<file path="config.mk">
export PLATFORM = sky130hd
export DESIGN_NAME = regfile_mp_flat
export DESIGN_NICKNAME = d
export VERILOG_FILES = /design/src/rtl/regfile_mp_pkg.sv /design/src/rtl/regfile_mp_if.sv /design/src/rtl/regfile_mp_clrseq.sv /design/src/rtl/regfile_mp.sv /design/src/flat_wrapper.sv
export SDC_FILE = /design/constraint.sdc
export NUM_CORES = 2
export LEC_CHECK = 0
export ABC_CLOCK_PERIOD_IN_PS = 12500
export CORE_UTILIZATION = 30
export DETAILED_ROUTE_END_ITERATION = 8
export SLEW_MARGIN = 20
export SYNTH_ARGS = -nofsm -noshare
export SYNTH_HDL_FRONTEND = slang
export SYNTH_SLANG_ARGS = --single-unit
</file>
<file path="constraint.sdc">
create_clock -name clk -period 12.5 [get_ports clk]
set_input_delay 2.5 -clock clk [delete_from_list [all_inputs] [get_ports clk]]
set_output_delay 2.5 -clock clk [all_outputs]
set_load 0.05 [all_outputs]
</file>
<file path="src/rtl/regfile_mp_pkg.sv">
// regfile_mp_pkg -- shared constants and types for the multi-port register file.
//   DEF_*    : default parameter values used by regfile_mp and regfile_mp_if
//   state_t  : clear-sequencer FSM state (CLEAR while zeroing, READY afterwards)
package regfile_mp_pkg;

  localparam int DEF_DATA_W = 64;
  localparam int DEF_ADDR_W = 5;
  localparam int DEF_DEPTH  = 32;
  localparam int DEF_NRD    = 2;
  localparam int DEF_NWR    = 2;

  typedef enum logic {
    CLEAR = 1'b0,
    READY = 1'b1
  } state_t;

endpackage

</file>
<file path="src/rtl/regfile_mp_if.sv">
// regfile_mp_if -- bundle of the register-file access signals.
//   we, wa, wd  : per-write-port enable, address, data (port k at [k*W +: W])
//   ra, rd      : per-read-port address and combinational read data
//   busy        : clear sequence running; writes ignored and rd forced to 0
//   wr_conflict : registered same-address write collision flag
//   state       : clear-sequencer FSM state, for observation
// Handshake: there is no valid/ready pair. A write is offered by raising we[k]
// for one cycle and is accepted on that rising edge whenever busy is 0; when
// busy is 1 the offer is dropped, not stalled. Reads need no qualifier.
interface regfile_mp_if
  import regfile_mp_pkg::*;
#(
  parameter int DATA_W = DEF_DATA_W,
  parameter int ADDR_W = DEF_ADDR_W,
  parameter int NRD    = DEF_NRD,
  parameter int NWR    = DEF_NWR
);
  logic [NWR-1:0]        we;
  logic [NWR*ADDR_W-1:0] wa;
  logic [NWR*DATA_W-1:0] wd;
  logic [NRD*ADDR_W-1:0] ra;
  logic [NRD*DATA_W-1:0] rd;
  logic                  busy;
  logic                  wr_conflict;
  state_t                state;

  modport master (
    output we, wa, wd, ra,
    input  rd, busy, wr_conflict, state
  );

  modport slave (
    input  we, wa, wd, ra,
    output rd, busy, wr_conflict, state
  );
endinterface

</file>
<file path="src/rtl/regfile_mp_clrseq.sv">
// regfile_mp_clrseq -- clear sequencer. After reset it walks clr_idx from 0 to
// DEPTH-1, one register per cycle, then parks in READY.
//   clk, rst : clock, synchronous active-high reset (restarts the walk at 0)
//   busy     : registered, high while in CLEAR
//   clr_en   : zero register clr_idx on this edge
//   clr_idx  : register being zeroed
//   state    : FSM state for observation
module regfile_mp_clrseq
  import regfile_mp_pkg::*;
#(
  parameter int DEPTH  = DEF_DEPTH,
  parameter int ADDR_W = DEF_ADDR_W
) (
  input  logic              clk,
  input  logic              rst,
  output logic              busy,
  output logic              clr_en,
  output logic [ADDR_W-1:0] clr_idx,
  output state_t            state
);
  localparam logic [ADDR_W-1:0] LAST_IDX = ADDR_W'(DEPTH - 1);

  logic busy_q;

  always_ff @(posedge clk) begin
    if (rst) begin
      state   <= CLEAR;
      clr_idx <= '0;
      busy_q  <= 1'b1;
    end else begin
      case (state)
        CLEAR: begin
          if (clr_idx == LAST_IDX) begin
            state   <= READY;
            clr_idx <= '0;
            busy_q  <= 1'b0;
          end else begin
            clr_idx <= clr_idx + 1'b1;
          end
        end
        READY: begin
          busy_q <= 1'b0;
        end
        default: begin
          state  <= CLEAR;
          busy_q <= 1'b1;
        end
      endcase
    end
  end

  assign busy   = busy_q;
  assign clr_en = busy_q;

endmodule

</file>
<file path="src/rtl/regfile_mp.sv">
// regfile_mp -- multi-port register file with post-reset clear sequence.
//   clk : clock
//   rst : synchronous active-high reset; forces busy=1, rd=0, wr_conflict=0
//   bus : regfile_mp_if.slave (we/wa/wd write ports, ra/rd read ports,
//         busy, wr_conflict, state)
// Register 0 reads as 0 and ignores writes; addresses >= DEPTH are ignored on
// write and read as 0. On same-address writes the highest-index port wins.
// Optional feature, macro REGFILE_MP_BYPASS_EN: a read of an address being
// written this cycle returns the winning write data instead of the old value.
module regfile_mp
  import regfile_mp_pkg::*;
#(
  parameter int DATA_W = DEF_DATA_W,
  parameter int ADDR_W = DEF_ADDR_W,
  parameter int DEPTH  = DEF_DEPTH,
  parameter int NRD    = DEF_NRD,
  parameter int NWR    = DEF_NWR
) (
  input logic         clk,
  input logic         rst,
  regfile_mp_if.slave bus
);
  localparam int IDX_W = (DEPTH > 1) ? $clog2(DEPTH) : 1;
  localparam logic [ADDR_W:0] DEPTH_V = (ADDR_W + 1)'(DEPTH);

  logic              seq_busy;
  logic              clr_en;
  logic [ADDR_W-1:0] clr_idx;
  state_t            seq_state;

  regfile_mp_clrseq #(
    .DEPTH  (DEPTH),
    .ADDR_W (ADDR_W)
  ) u_clrseq (
    .clk     (clk),
    .rst     (rst),
    .busy    (seq_busy),
    .clr_en  (clr_en),
    .clr_idx (clr_idx),
    .state   (seq_state)
  );

  logic [DATA_W-1:0] regs [DEPTH];
  logic [ADDR_W-1:0] wa_a [NWR];
  logic [DATA_W-1:0] wd_a [NWR];
  logic [NWR-1:0]    wr_ok;
  logic [ADDR_W-1:0] ra_a [NRD];
  logic [NRD-1:0]    ra_ok;
  logic [DATA_W-1:0] rd_a [NRD];
  logic              busy_o;
  logic              conflict_now;
  logic              conflict_q;

  // Reset must show busy immediately, even while the registered state is READY.
  assign busy_o = rst | seq_busy;

  for (genvar k = 0; k < NWR; k++) begin : g_wr
    assign wa_a[k]  = bus.wa[k*ADDR_W +: ADDR_W];
    assign wd_a[k]  = bus.wd[k*DATA_W +: DATA_W];
    // A write lands only on a nonzero, in-range address.
    assign wr_ok[k] = bus.we[k] && (wa_a[k] != '0) && ({1'b0, wa_a[k]} < DEPTH_V);
  end

  for (genvar i = 0; i < NRD; i++) begin : g_rd
    assign ra_a[i]  = bus.ra[i*ADDR_W +: ADDR_W];
    assign ra_ok[i] = (ra_a[i] != '0) && ({1'b0, ra_a[i]} < DEPTH_V);
    assign bus.rd[i*DATA_W +: DATA_W] = rd_a[i];
  end

  // Ascending port order: the last non-blocking update (highest port) wins.
  always_ff @(posedge clk) begin
    if (clr_en) begin
      regs[clr_idx[IDX_W-1:0]] <= '0;
    end else if (!rst) begin
      for (int k = 0; k < NWR; k++) begin
        if (wr_ok[k]) regs[wa_a[k][IDX_W-1:0]] <= wd_a[k];
      end
    end
  end

  always_comb begin
    conflict_now = 1'b0;
    for (int j = 0; j < NWR; j++) begin
      for (int k = j + 1; k < NWR; k++) begin
        if (wr_ok[j] && wr_ok[k] && (wa_a[j] == wa_a[k])) conflict_now = 1'b1;
      end
    end
  end

  always_ff @(posedge clk) begin
    if (rst) conflict_q <= 1'b0;
    else     conflict_q <= conflict_now & ~busy_o;
  end

  always_comb begin
    for (int i = 0; i < NRD; i++) begin
      rd_a[i] = '0;
      if (!busy_o && ra_ok[i]) begin
        rd_a[i] = regs[ra_a[i][IDX_W-1:0]];
`ifdef REGFILE_MP_BYPASS_EN
        for (int k = 0; k < NWR; k++) begin
          if (wr_ok[k] && (wa_a[k] == ra_a[i])) rd_a[i] = wd_a[k];
        end
`else
`endif
      end
    end
  end

  assign bus.busy        = busy_o;
  assign bus.wr_conflict = conflict_q & ~rst;
  assign bus.state       = seq_state;

endmodule

</file>
<file path="src/flat_wrapper.sv">
// flat-port wrapper written by rule: the top's interface ports become plain ports
module regfile_mp_flat import regfile_mp_pkg::*;
#(
  parameter int DATA_W = DEF_DATA_W,
  parameter int ADDR_W = DEF_ADDR_W,
  parameter int DEPTH  = DEF_DEPTH,
  parameter int NRD    = DEF_NRD,
  parameter int NWR    = DEF_NWR
)
  (clk, rst, bus_we, bus_wa, bus_wd, bus_ra, bus_rd, bus_busy, bus_wr_conflict, bus_state);
  regfile_mp_if #(.DATA_W(DATA_W), .ADDR_W(ADDR_W), .NRD(NRD), .NWR(NWR)) bus_i ();
  input logic clk;
  input logic rst;
  input wire logic [$bits(bus_i.we)-1:0] bus_we;
  input wire logic [$bits(bus_i.wa)-1:0] bus_wa;
  input wire logic [$bits(bus_i.wd)-1:0] bus_wd;
  input wire logic [$bits(bus_i.ra)-1:0] bus_ra;
  output wire logic [$bits(bus_i.rd)-1:0] bus_rd;
  output wire logic [$bits(bus_i.busy)-1:0] bus_busy;
  output wire logic [$bits(bus_i.wr_conflict)-1:0] bus_wr_conflict;
  output wire logic [$bits(bus_i.state)-1:0] bus_state;
  assign bus_i.we = bus_we;
  assign bus_i.wa = bus_wa;
  assign bus_i.wd = bus_wd;
  assign bus_i.ra = bus_ra;
  assign bus_rd = bus_i.rd;
  assign bus_busy = bus_i.busy;
  assign bus_wr_conflict = bus_i.wr_conflict;
  assign bus_state = bus_i.state;
  regfile_mp #(.DATA_W(DATA_W), .ADDR_W(ADDR_W), .DEPTH(DEPTH), .NRD(NRD), .NWR(NWR)) u_core (.clk(clk), .rst(rst), .bus(bus_i));
endmodule
</file>
==> flow_metrics.py <==
metrics = {
    "status": {
        "outcome": "finished, final reports clean",
    },
    "run": {
        "max-cap-violations": 0,
    },
    "global_routing": {
        "grt_use_total_pct": 24.0,
        "first_global_vias": 87900,
        "grt_pass1_wl_um": 678000,
        "antenna_found_initial": 69,
        "grt_max_degree": 130,
        "overflow": 0,
    },
    "die": {
        "row_count": 229,
        "ios": 283,
        "die_w_um": 628,
        "die_y_um": 628,
        "die_area_mm2": 0.395,
        "core_area_mm2": 0.390,
        "start_util_pct": 30.2,
    },
    "power_and_ir_drop": {
        "p_int_mw": 11.5,
        "vdd_drop_max_mv": 0.112,
        "powerDensity_mw_per_mm2": 116,
        "p_sw_share_pct": 24.3,
        "p_total_mw": 15.2,
        "p_sw_mw": 3.68,
        "p_leak_nw": 46.2,
        "comb_power_share_pct": 8.2,
        "pwr-share-seq_pct": 50.0,
        "pwr-share-clk_pct": 41.7,
    },
    "detailed_routing": {
        "wl_met2_um": 221000,
        "num_vias": 93400,
        "dr_wl_met3_um": 57100,
        "ant_nets": 0,
        "drc": 0,
        "drtIter0Drc": 14500,
        "highest_layer": "met5",
        "via_per_inst": 5.93,
        "avgRoutedWirePerCell_um": 31.4,
        "drtPass1Iterations": 6,
        "wl_met1_um": 180000,
        "totalWireLength_um": 494000,
    },
    "critical_path": {
        "crit_required_ps": 10000,
        "cp_top_family": "buffers and inverters",
        "worst-path-buf-inv": 5,
        "worst-setup-path-type": "in2out",
        "path_cells": "clkdlybuf4s50_1 -> nor2_1 -> clkinv_1 -> nor4_4 -> buf_4 -> buf_4 -> nand2_1 -> nand4_1 -> clkdlybuf4s50_1",
        "slowest_delay_ps": 910,
        "worstPathMaxFanout": 25,
        "end_kind": "primary output",
        "regToRegSetupSlack_ps": 7550,
        "start_kind": "input port",
        "cp.arrival_ps": 7720,
        "slowest_stage": "clkdlybuf4s50_1",
    },
    "timing": {
        "fmax_mhz": 97.9,
        "worstMarginPinSlew_ps": 1260,
        "relSlewSlack_pct": 16.3,
        "grt_setup_unrepaired": "false",
        "fin_crit_ps": 10220,
        "post-route-period-util_pct": 81.7,
        "fin_tns_setup_ps": 0,
        "drv_slew": 0,
        "setup_viol": 0,
        "hold_viol_final": 0,
        "finClkSkew_ps": 55.9,
    },
    "place": {
        "gp_congestion": 0.855,
        "io_buffers": 282,
        "dp.cells": 15400,
        "dpl.hpwl_um": 261000,
    },
    "clock_tree": {
        "clkTransAtPathRegs_ps": 60,
        "cts_made_buffers": 214,
        "clock_sinks": 2056,
        "htreeDepth": 4,
        "postCtsSetupBuffers": 0,
        "clock_latency_ps": 890,
        "tritoncts": "yes",
        "hold_buffers": 0,
        "cts_buffer_depth": 4,
        "cts_resized": 0,
        "root_buffer": "clkbuf_16",
    },
    "logic_synthesis": {
        "seq_area_frac_synth_pct": 52.4,
        "synth_seq_cells": 2056,
        "netlist_area_mm2": 0.118,
        "syn_nets": 11100,
        "syn_area_per_cell_um2": 10.7,
        "ys.flop_type": "edfxtp_1",
        "synthArstFlopShare_pct": 0,
        "synth-edff-count": 2048,
        "ys_types": 50,
        "yosys_warnings": 0,
        "syn-instance-count": 11000,
    },
    "final_layout": {
        "syn_to_final_growth_pct": 11.1,
        "final_util_pct": 33.6,
        "fill_cells": 38600,
        "drive_gt1_share_pct": 9.94,
        "layoutNonFillerInstCount": 15800,
        "fin_nets": 10500,
    },
    "worst_hold_path": {
        "min_path_type": "reg2reg",
    },
}
## synthesized netlist by cell type, types with 2 or more instances
cell type	count	share of area (%)
a21oi_1	6	0.026
nand4_1	128	0.68
a22oi_1	768	4.9
clkbuf_2	103	0.44
nor4_4	2	0.036
xor2_1	3	0.022
dfxtp_1	8	0.14
nand3_1	387	1.6
a41oi_1	4	0.030
buf_1	90	0.29
nor3_2	5	0.043
and2_1	5	0.027
nand4b_1	2	0.015
o21bai_1	32	0.20
or2_2	2	0.011
mux4_2	256	4.9
mux2i_1	1539	13
nor2b_1	9	0.048
nor2_1	15	0.048
buf_2	346	1.5
inv_1	68	0.22
ha_1	2	0.021
nand2b_1	3	0.016
nor3b_1	6	0.038
nand2_1	2177	6.9
mux2_2	128	1.2
and4b_1	2	0.017
nor4bb_1	2	0.017
o21ai_0	1986	8.4
and3_1	5	0.027
edfxtp_1	2048	52
nand4bb_1	2	0.019
nor3_1	36	0.15
a32oi_1	2	0.015
clkbuf_1	768	2.4
## stage by stage
stage | worst slack, ps | instance area (um2) | hold WS (ps)
after floorplan | 4970 | 118000 | 509
after global placement | 2610 | 124000 | 569
after detailed placement | 2490 | 124000 | 566
after CTS | 2500 | 131000 | 577
after global routing | 2060 | 131000 | 625
final | 2280 | 131000 | 575
## logic make-up after synthesis
group	share of synthesized area, %
AOI/OAI and AO/OA	13.6
xor gates and xnor gates	0.0298
adders and majority gates	0.0213
buffers and inverters	4.88
DFF	52.4
muxes	19.2
and+or+nand+nor	9.83
## placed cells by master, fill, tap and decap left out, types with 183 or more instances in the layout
master	n
nand2_1	2175
edfxtp_1	2048
o21ai_0	1986
mux2i_1	1539
a22oi_1	768
nand3_1	387
mux4_2	256
clkdlybuf4s50_1	226
clkbuf_16	219
buf_4	183
## final timing paths
| path | start | end | depth (start not counted) |
|---|---|---|---|
| hold / removal | u_core.u_clrseq.clr_idx[4] | u_core.u_clrseq.clr_idx[4] | 2 |
| hold reg to reg | u_core.u_clrseq.clr_idx[4] | u_core.u_clrseq.clr_idx[4] | 2 |
| setup / recovery | rst | bus_rd[51] | 9 |
| setup reg to reg | u_core.u_clrseq.busy | u_core.regs[17][36] | 6 |
## state kept, by name, indices dropped and copies added, names as in the netlist
name	count
u_core.u_clrseq.clr_idx	5
u_core.regs	2048
u_core.u_clrseq.busy	1
u_core.conflict_q	1
u_core.u_clrseq.state	1
## layout make-up
type	count	area [um2]	area share [%]
flip-flops and latches	2056	61700	47.1
multi-input cells	7526	51000	39.0
well taps	5197	6500	4.97
clock buffers	261	5640	4.31
repair buffers	505	4770	3.65
clock inverters	116	918	0.702
inverters	69	259	0.198
diodes	25	62.6	0.0478
## layer usage
| metal | vias up | GRT usage (%) |
|---|---|---|
| met2 | 6606 | 37.6 |
| met5 | - | 0 |
| li1 | 39500 | - |
| met1 | 45600 | 29.8 |
| met4 | 44 | 15.8 |
| met3 | 1601 | 5.14 |
## power by group through the flow
| stage | registers (mW) | logic, mW | clock network (mW) |
|---|---|---|---|
| final | 7.58 | 1.25 | 6.32 |
| after global routing | 7.59 | 1.27 | 6.55 |
| after CTS | 7.58 | 1.22 | 6.33 |
| after detailed placement | 7.73 | 1.22 | 0 |
| after global placement | 7.73 | 1.22 | 0 |
| after floorplan | 7.73 | 0.773 | 0 |
## worst min-delay path, stage by stage, from the launching register on
cell and delay [ps]:
dfxtp_1 350, mux2i_1 140, nor2_1 50
Power figures use the tool's default switching activity.
